<file path="config.mk">
export PLATFORM = sky130hd
export DESIGN_NAME = inv_shift_rows
export DESIGN_NICKNAME = d
export VERILOG_FILES = /design/src/rtl/aes_pkg.sv /design/src/rtl/inv_shift_rows_core.sv /design/src/rtl/inv_shift_rows.sv
export SDC_FILE = /design/constraint.sdc
export NUM_CORES = 1
export LEC_CHECK = 0
export CORE_ASPECT_RATIO = 0.75
export CORE_UTILIZATION = 40
export DETAILED_ROUTE_END_ITERATION = 10
export GPL_TIMING_DRIVEN = 0
export PLACE_DENSITY_LB_ADDON = 0.12
export SYNTH_ARGS = -nofsm -noshare
export SYNTH_HDL_FRONTEND = slang
export SYNTH_SLANG_ARGS = --single-unit
</file>
<file path="constraint.sdc">
create_clock -name clk -period 1.5 [get_ports clk]
set_clock_uncertainty 0.2 [all_clocks]
set_input_delay 0.225 -clock clk [delete_from_list [all_inputs] [get_ports clk]]
set_output_delay 0.225 -clock clk [all_outputs]
set_load 0.02 [all_outputs]
</file>
<file path="src/rtl/aes_pkg.sv">
// rtl/aes_pkg.sv - shared AES state/byte types and FIPS-197 byte indexing helper
package aes_pkg;

    typedef logic [127:0] state_t;
    typedef logic [7:0]   byte_t;

    localparam int NB = 4;

    // Column-major state layout: matrix element s[r][c] lives in byte r + 4c.
    function automatic int byte_idx(input int r, input int c);
        return r + 4 * c;
    endfunction

endpackage

</file>
<file path="src/rtl/inv_shift_rows_core.sv">
// rtl/inv_shift_rows_core.sv - combinational (Inv)ShiftRows byte permutation; fwd port under INV_SHIFT_ROWS_FWD_EN
module inv_shift_rows_core
    import aes_pkg::*;
(
    input  state_t state_in,
`ifdef INV_SHIFT_ROWS_FWD_EN
    input  logic   fwd,
`endif
    output state_t state_out
);

    // Each output byte is wired from a fixed source byte; no logic beyond the optional fwd mux.
    for (genvar r = 0; r < NB; r++) begin : g_row
        for (genvar c = 0; c < NB; c++) begin : g_col
            localparam int DST     = byte_idx(r, c);
            localparam int SRC_INV = byte_idx(r, (c + NB - r) % NB);
`ifdef INV_SHIFT_ROWS_FWD_EN
            localparam int SRC_FWD = byte_idx(r, (c + r) % NB);
            assign state_out[127-8*DST -: 8] = fwd ? state_in[127-8*SRC_FWD -: 8]
                                                   : state_in[127-8*SRC_INV -: 8];
`else
            assign state_out[127-8*DST -: 8] = state_in[127-8*SRC_INV -: 8];
`endif
        end
    end

endmodule

</file>
<file path="src/rtl/inv_shift_rows.sv">
// rtl/inv_shift_rows.sv - registered AES InvShiftRows pipeline slot with valid/ready; INV_SHIFT_ROWS_FWD_EN adds fwd select
module inv_shift_rows
    import aes_pkg::*;
(
    input  logic   clk,
    input  logic   rst_n,
    input  logic   in_valid,
    output logic   in_ready,
    input  state_t state_in,
`ifdef INV_SHIFT_ROWS_FWD_EN
    input  logic   fwd,
`endif
    output logic   out_valid,
    input  logic   out_ready,
    output state_t state_out
);

    state_t permuted;
    logic   accept;

    inv_shift_rows_core u_core (
        .state_in  (state_in),
`ifdef INV_SHIFT_ROWS_FWD_EN
        .fwd       (fwd),
`endif
        .state_out (permuted)
    );

    assign in_ready = !out_valid || out_ready;
    assign accept   = in_valid && in_ready;

    // A simultaneous consume and accept simply overwrites the slot, keeping out_valid high.
    always_ff @(posedge clk) begin
        if (!rst_n) begin
            out_valid <= 1'b0;
            state_out <= '0;
        end else if (accept) begin
            out_valid <= 1'b1;
            state_out <= permuted;
        end else if (out_ready) begin
            out_valid <= 1'b0;
        end
    end

endmodule

</file>
==> summary.txt, run 1 <==
Yosys
  – Syn_area_per_cell: ~9.3 um^2
  – Count of cell types in the netlist: 11
  – Mux cell area share after synthesis: about a quarter
  – Post-Synth Adder-Cell Area: 0%
  – Share of the synthesized area in the top cell type: 49.30%
  – Ys flop type: dfxtp_1
  – Most frequent cell after synthesis: nand2_1
  – Seq/Total Area, Yosys: between 40 and 50%
  – Yosys top cell by area: dfxtp_1
  – Number of synthesized register bits: 129
  – List of most frequent post-synthesis cells: nand2_1, dfxtp_1, mux2i_1, clkbuf_1, buf_12
  – Synth Cell Area: between 5000 and 6000 um^2
  – Area contributors post-synth: dfxtp_1, mux2i_1, nand2_1
  – Combinational family with the most area after synthesis: multiplexers
  – Simple-gate share of the synthesized area: a little under a fifth
  – Synth Area in XOR/XNOR: 0%
  – Syn_nets: 693
  – Synth Instances: ~560
  – Post-synthesis compound-gate area fraction: 0.1433%
  – Number of synthesized flops with an enable pin: 0
  – FFs w/ async S/R, synth: 0%
  – Yosys warns: 0

Pwr
  – Sequential power share: a little under two fifths
  – Clock network power share: a little under half
  – Net Sw Power: 2.535 mW
  – Cell area power density: approximately 1200 nW/um^2
  – Overall Power: around 10 mW
  – Pint: between 7 and 8 mW
  – Logic pwr share: between 10% and 20%
  – Maximum VDD drop: approximately 860 uV
  – Static Leak: approximately 3.8 nW
  – Sw Ratio: around 25%

Cells and area
  – Final Cell Area: roughly 8600 um^2
  – Nets: a little under 1000
  – Area delta synth->final: 64.46%
  – Layout cells sized above 1: 22.16%
  – Post-layout util: between 60% and 70%
  – Ant diodes: 0
  – # fillers: roughly 1000

Place
  – PortBufs: 260
  – Routability congestion estimate: approximately 0.78
  – Post-DP HPWL: roughly 11000 um
  – Place WS: -423.8 ps
  – Placed inst area: ~8000 um^2

Setup path
  – Max Fanout on Critical Path: 10
  – Most used cell along the critical path: buf_12
  – Crit path arrival time: roughly 1600 ps
  – CP startpoint kind: input port
  – Highest cell delay on the worst timing path: ~460 ps
  – Critical path data required time: approximately 1600 ps
  – CP max stage cell: clkdlybuf4s50_1
  – Crit Path Category: in -> reg
  – Nature of the critical path endpoint: register
  – CP Cell Sequence: clkdlybuf4s50_1, nand2b_4, and2_4, buf_12, buf_12, mux2i_4

STA
  – Min setup slack post-route: about 30 ps
  – Slew Limit Headroom: a little under 70%
  – Max-slew violations: 0
  – Tightest Pin Transition: roughly 480 ps
  – Fin crit share: 98.00%
  – RSZ-0062 raised after global routing: yes
  – Final Hold Viols: 0
  – Max Clock Freq: 680.3 MHz
  – Min cycle time layout: roughly 1500 ps
  – Worst-case hold slack: 121.8 ps
  – Final setup vio count: 0

Die
  – Std cell rows: 35
  – Die X: between 100 and 150 um
  – Die ar.: 13560 um^2
  – CORE AREA: 12520 um^2
  – Die span in y: 101.1 um
  – Initial Utilization: 41.83%
  – # IOs: 262

Global routing
  – First-pass GRT wire length: ~24000 um
  – Grt ovf: 0
  – Vias in the first global route: 4863
  – Initial antenna violation count: 0
  – GRT Total Usage: 23.21%
  – Largest net degree at the start of global routing: 17

Clocking
  – CTS Sinks: ~130
  – Clock-pin slew on the worst setup and hold paths: roughly 60 ps
  – Root buffer cell: clkbuf_16
  – Later-pin clock latency in the skew report: around 400 ps
  – CTS tree: yes
  – CTS Hold Bufs: 0
  – Max clock buf depth: 2
  – CTS H-Tree Depth: 4
  – Total CTS buffers: 17

Detailed routing
  – ANT nets after route: 0
  – Routed wire length per instance: ~16 um
  – Vias/cell: around 4.7
  – Via Count: between 4000 and 5000
  – Routed wire length: 16060 um
  – # DRC: 0
  – Initial drt markers: roughly 140
  – First-pass DRT Iterations: 5

Status
  – Status: finished, final reports clean

Job
  – Maxcap violations: 0

Min path
  – Worst min-delay path category: in -> reg
## metal layers
metal | part of all wire [%] | vias up | global-route usage, %
met3 | 7.9 | 24 | 8.044
met5 | 0 | - | 0
met1 | 39 | 2231 | 25.15
met4 | 1.7 | 0 | 8.557
met2 | 51 | 176 | 42.17
li1 | - | 2387 | -
## worst max-delay path, delay by kind of cell
kind                   cells  cell delay, ps
buffers and inverters      3             800
muxes                      1             220
and+or+nand+nor            2             360
## through the flow
| step | setup TNS (ps) | instances |
|---|---|---|
| 5_1_grt | -88.53 | 1028 |
| 2_1_floorplan | 0 | 561 |
| 3_5_place_dp | -45760 | 987 |
| 6_report | 0 | 1028 |
| 4_1_cts | -97.09 | 1021 |
| 3_3_place_gp | -42170 | 987 |
## kinds of logic after synthesis
logic type      count (synthesis)
compound gates                  1
buf+inv                        45
flops                         129
simple gates                  258
mux                           128
## power groups by stage
stage	combinational, mW	sequential, mW	clock [mW]
floorplan	0.595	4.12	0
global placement	1.78	3.84	0
detailed placement	1.81	3.85	0
CTS	1.76	3.78	4.85
global route	1.86	3.80	5.01
finish	1.75	3.78	4.77
## worst paths after layout
path,start,end,slack [ps],cells past startpoint
setup / recovery,out_ready,state_out[59],30,6
hold / removal,rst_n,state_out[124],120,4
setup reg to reg,out_valid,state_out[59],30,5
hold reg to reg,state_out[20],state_out[20],260,2
## final cells by class
type,instances,area (um^2),area share [%]
buffer,43,395.4,4.589
clock buffer,20,456.7,5.301
clock inverter,12,229.0,2.658
inverter,1,3.754,0.04357
multi-input combinational,387,2325,26.98
sequential,129,2584,29.99
tap,166,207.7,2.411
timing repair buffer,270,2415,28.03
## layout by cell type (no fill, tap or decap)
cell,synthesis,routed
clkbuf_1,24,25
inv_1,1,1
nand2_1,256,256
clkbuf_16,0,20
mux2i_1,128,121
mux2i_2,0,4
mux2i_4,0,3
clkdlybuf4s15_1,0,9
buf_16,0,2
dfxtp_1,129,128
buf_4,0,4
clkinv_4,0,2
bufinv_16,0,6
clkdlybuf4s50_1,0,130
dfxtp_2,0,1
buf_2,5,11
inv_6,0,1
clkdlybuf4s15_2,0,38
nand2b_4,1,1
clkbuf_2,0,77
clkinvlp_4,0,3
buf_12,11,15
and2_4,1,1
a21boi_1,1,1
clkbuf_8,0,2
## sequential cells by signal (all words and copies together), names as in the netlist
name       cells
out_valid      1
state_out    128
## timing repair
item | 4_1_cts | 5_1_grt
buffers inserted | 0 | 5
cloned | 2 | 3
endpoints found under the setup margin | 134 | 117
gates resized for setup | 304 | 102
pin swaps | 0 | 0
Power figures use the tool's default switching activity.
==> inputs of run 2 (changes only) <==
- CORE_UTILIZATION: 40 -> 43
- SYNTH_HIERARCHICAL: not set -> 1
==> run 2 against run 1 <==
Effect of this change: design area up 10%; synthesized cell count up 23%; die area up 9.9%; area after synthesis up 18%; maximum frequency about the same; global-route usage about the same; count of clock-buffer cells in the layout up 6; hold slack worse by 7.2 ps; first-iteration DRC count up 23%; power down 4.1%; largest power group unchanged; highest routed layer unchanged.
==> summary.txt, run 2 <==
Min path
  – Sink of the worst hold path: state_out[123]
  – Worst min-delay path category: in -> reg
  – Hold-critical path depth: 4 (unchanged)
  – Hold_sp: rst_n

Detailed routing
  – Vias/cell: 4.582 (-2.2%)
  – Routed wire length per instance: 15.15 um (-3.0%)
  – First-pass DRT Iterations: 6 (+1)
  – ANT nets after route: 0 (unchanged)
  – # DRC: 0 (unchanged)
  – Via Count: 5329 (+11%)
  – Initial drt markers: 173 (+23%)
  – Routed wire length: 17620 um (+9.7%)

STA
  – Tightest Pin Transition: 485.1 ps (+7.573 ps)
  – Final setup vio count: 0 (unchanged)
  – Slew Limit Headroom: 67.66% (-0.50 points)
  – Max Clock Freq: 680.7 MHz (about the same)
  – Min setup slack post-route: 30.88 ps (+0.8757 ps)
  – Final Hold Viols: 0 (unchanged)
  – Setup TNS Final: 0 ps (unchanged)
  – Max-slew violations: 0 (unchanged)
  – Min cycle time layout: 1469 ps (-0.8757 ps)
  – Fin crit share: 97.94% (about the same)

Setup path
  – Worst-case reg-to-reg path depth: 5 (unchanged)
  – Max Fanout on Critical Path: 2 (-8)
  – Nature of the critical path endpoint: output port
  – Critical path data required time: 1070 ps (-560 ps)
  – CP max stage cell: dfxtp_1
  – Crit Path Category: reg -> out
  – Critical R2R Launch: out_valid
  – Highest cell delay on the worst timing path: 330 ps (-130 ps)
  – Worst r2r dst: state_out[97]
  – FF-to-FF setup slack: 70 ps (+40 ps)
  – Crit path buf inv count: 1 (-2)
  – Crit path max-delay family: flip-flops
  – CP startpoint kind: register
  – Crit path arrival time: 1040 ps (-560 ps)
  – Critical path depth: 1 (-5)
  – CP Cell Sequence: clkdlybuf4s15_1

Die
  – CORE AREA: 13890 um^2 (+11%)
  – Die X: 140.7 um (+4.8%)
  – Initial Utilization: 44.64% (+2.8 points)
  – Std cell rows: 37 (+5.7%)
  – Die ar.: 14910 um^2 (+9.9%)
  – Die span in y: 106.0 um (+4.8%)
  – # IOs: 262 (unchanged)

Cells and area
  – Max FFs per register: 128 (unchanged)
  – Area delta synth->final: 53.38%
  – Largest regs: state_out x128, out_valid x1
  – Nets: 1109 (+13%)
  – Ant diodes: 0 (unchanged)
  – # fillers: 1036 (+3.7%)
  – Layout cells sized above 1: 32.29% (+10 points)
  – Most flop-heavy register: state_out
  – Commonest non-fill, non-tap cells in the layout: nand2_1, buf_4, dfxtp_1, dlygate4sd3_1, mux2i_1
  – Commonest non-fill, non-tap cell in the layout: nand2_1
  – Post-layout util: 68.47% (-0.32 points)

Yosys
  – Synth Area in XOR/XNOR: 0% (unchanged)
  – Post-Synth Adder-Cell Area: 0% (unchanged)
  – Syn_area_per_cell: 8.998 um^2 (-3.6%)
  – Syn_nets: 821 (+18%)
  – Yosys warns: 6 (+6)
  – Count of cell types in the netlist: 12 (+1)
  – FFs w/ async S/R, synth: 0% (unchanged)
  – Yosys top cell by area: dfxtp_1
  – Area contributors post-synth: dfxtp_1, mux2i_1, buf_4
  – Combinational family with the most area after synthesis: buffers and inverters
  – Number of synthesized flops with an enable pin: 0 (unchanged)
  – Number of synthesized register bits: 129 (unchanged)
  – Share of the synthesized area in the top cell type: 41.65% (-7.6 points)
  – Synth Cell Area: 6200 um^2 (+18%)
  – Most frequent cell after synthesis: nand2_1
  – Seq/Total Area, Yosys: 41.65% (-7.6 points)
  – Simple-gate share of the synthesized area: 15.86% (-2.9 points)
  – Synth Instances: 689 (+23%)
  – List of most frequent post-synthesis cells: nand2_1, dfxtp_1, buf_4, mux2i_1, clkbuf_1
  – Ys flop type: dfxtp_1
  – Post-synthesis compound-gate area fraction: 0.1211% (-0.022 points)
  – Mux cell area share after synthesis: 20.67% (-3.8 points)

Global routing
  – First-pass GRT wire length: 27140 um (+12%)
  – Grt ovf: 0 (unchanged)
  – Vias in the first global route: 5506 (+13%)
  – Initial antenna violation count: 0 (unchanged)
  – Largest net degree at the start of global routing: 17 (unchanged)
  – GRT Total Usage: 23.24% (+0.030 points)

Place
  – Post-DP HPWL: 11150 um (-2.6%)
  – PortBufs: 132 (-49%)
  – Routability congestion estimate: 0.7896 (+1.1%)
  – Place WS: -414.7 ps (+9.103 ps)

Clocking
  – Clock-pin slew on the worst setup and hold paths: 50 ps (about the same)
  – Root buffer cell: clkbuf_16
  – Total CTS buffers: 17 (unchanged)
  – CTS tree: yes
  – Later-pin clock latency in the skew report: 410 ps (about the same)
  – CTS H-Tree Depth: 4 (unchanged)
  – Max clock buf depth: 2 (unchanged)
  – CTS Sinks: 129 (unchanged)

Status
  – Status: finished, final reports clean

Job
  – Maxcap violations: 0 (unchanged)

Pwr
  – Overall Power: 9.876 mW (-4.1%)
  – Static Leak: 4.442 nW (+16%)
  – Maximum VDD drop: 813.1 uV (-5.6%)
  – Cell area power density: 1039 nW/um^2 (-13%)
## run 2: cell types whose count changed after synthesis
| cell | before | now |
|---|---|---|
| buf_4 | 0 | 128 |
## run 2: tightest hold or removal path: stages
cell and delay (ps):
buf_2 130, buf_2 190, nand2_1 80, mux2i_1 50
## run 2: power breakdown
part / switching [mW] / internal (mW)
Sequential: 0.125 / 3.66
Clock: 1.45 / 2.69
Combinational: 0.923 / 1.02
Total: 2.50 / 7.38
## run 2: what timing repair did
item	4_1_cts	5_1_grt
endpoints found under the hold margin	128	0
gates cloned	0	4
setup endpoints to repair	134	109
pin swaps	1	0
hold buffers	128	0
gates resized for setup	327	88
buffers inserted	0	6
## run 2: through the flow
stage          hold slack (ps)  std cells  cell area (um^2)
2_1_floorplan            145.8        689              6201
3_3_place_gp             241.1        996              7741
3_5_place_dp             245.7        996              7741
4_1_cts                  98.55       1154              9693
5_1_grt                  114.0       1163              9509
6_report                 114.5       1163              9509
## run 2: worst max-delay path by stage
| stage | start | to | slack [ps] |
|---|---|---|---|
| after CTS | out_valid | state_out[78] | -2 |
| after global placement | out_ready | state_out[105] | -350 |
| after floorplan | out_valid | state_out[100] | 20 |
| after detailed placement | out_ready | state_out[106] | -410 |
| after global routing | state_out[60] | state_out[60] | -0.07 |
| final | state_out[60] | state_out[60] | 30 |
## run 2: cell type report
type	instances	area, um^2	share of cell area (%)
clock buffers	26	519.2	5.461
plain buffers	171	1356	14.26
well taps	175	219.0	2.303
multi-input cells	387	2312	24.32
inverters	1	3.754	0.03947
repair buffers	270	2442	25.68
clock inverters	4	72.57	0.7632
flip-flops and latches	129	2584	27.17
## run 2: logic make-up (layout without fill, tap and decap cells)
kind of cell | after synthesis | after routing
DFF | 129 | 129
AOI/OAI and AO/OA | 1 | 1
muxes | 128 | 128
and+or+nand+nor | 258 | 258
buffers and inverters | 173 | 472
## run 2: per-layer routing
| layer | part of all wire, % | vias to the layer above | wire length (um) | GRT usage, % |
|---|---|---|---|---|
| li1 | - | 2631 | - | - |
| met1 | 42 | 2468 | 7394 | 25.62 |
| met5 | 0 | - | 0 | 0 |
| met2 | 50 | 204 | 8801 | 41.40 |
| met4 | 1.9 | 0 | 342 | 8.463 |
| met3 | 6.1 | 26 | 1081 | 7.973 |
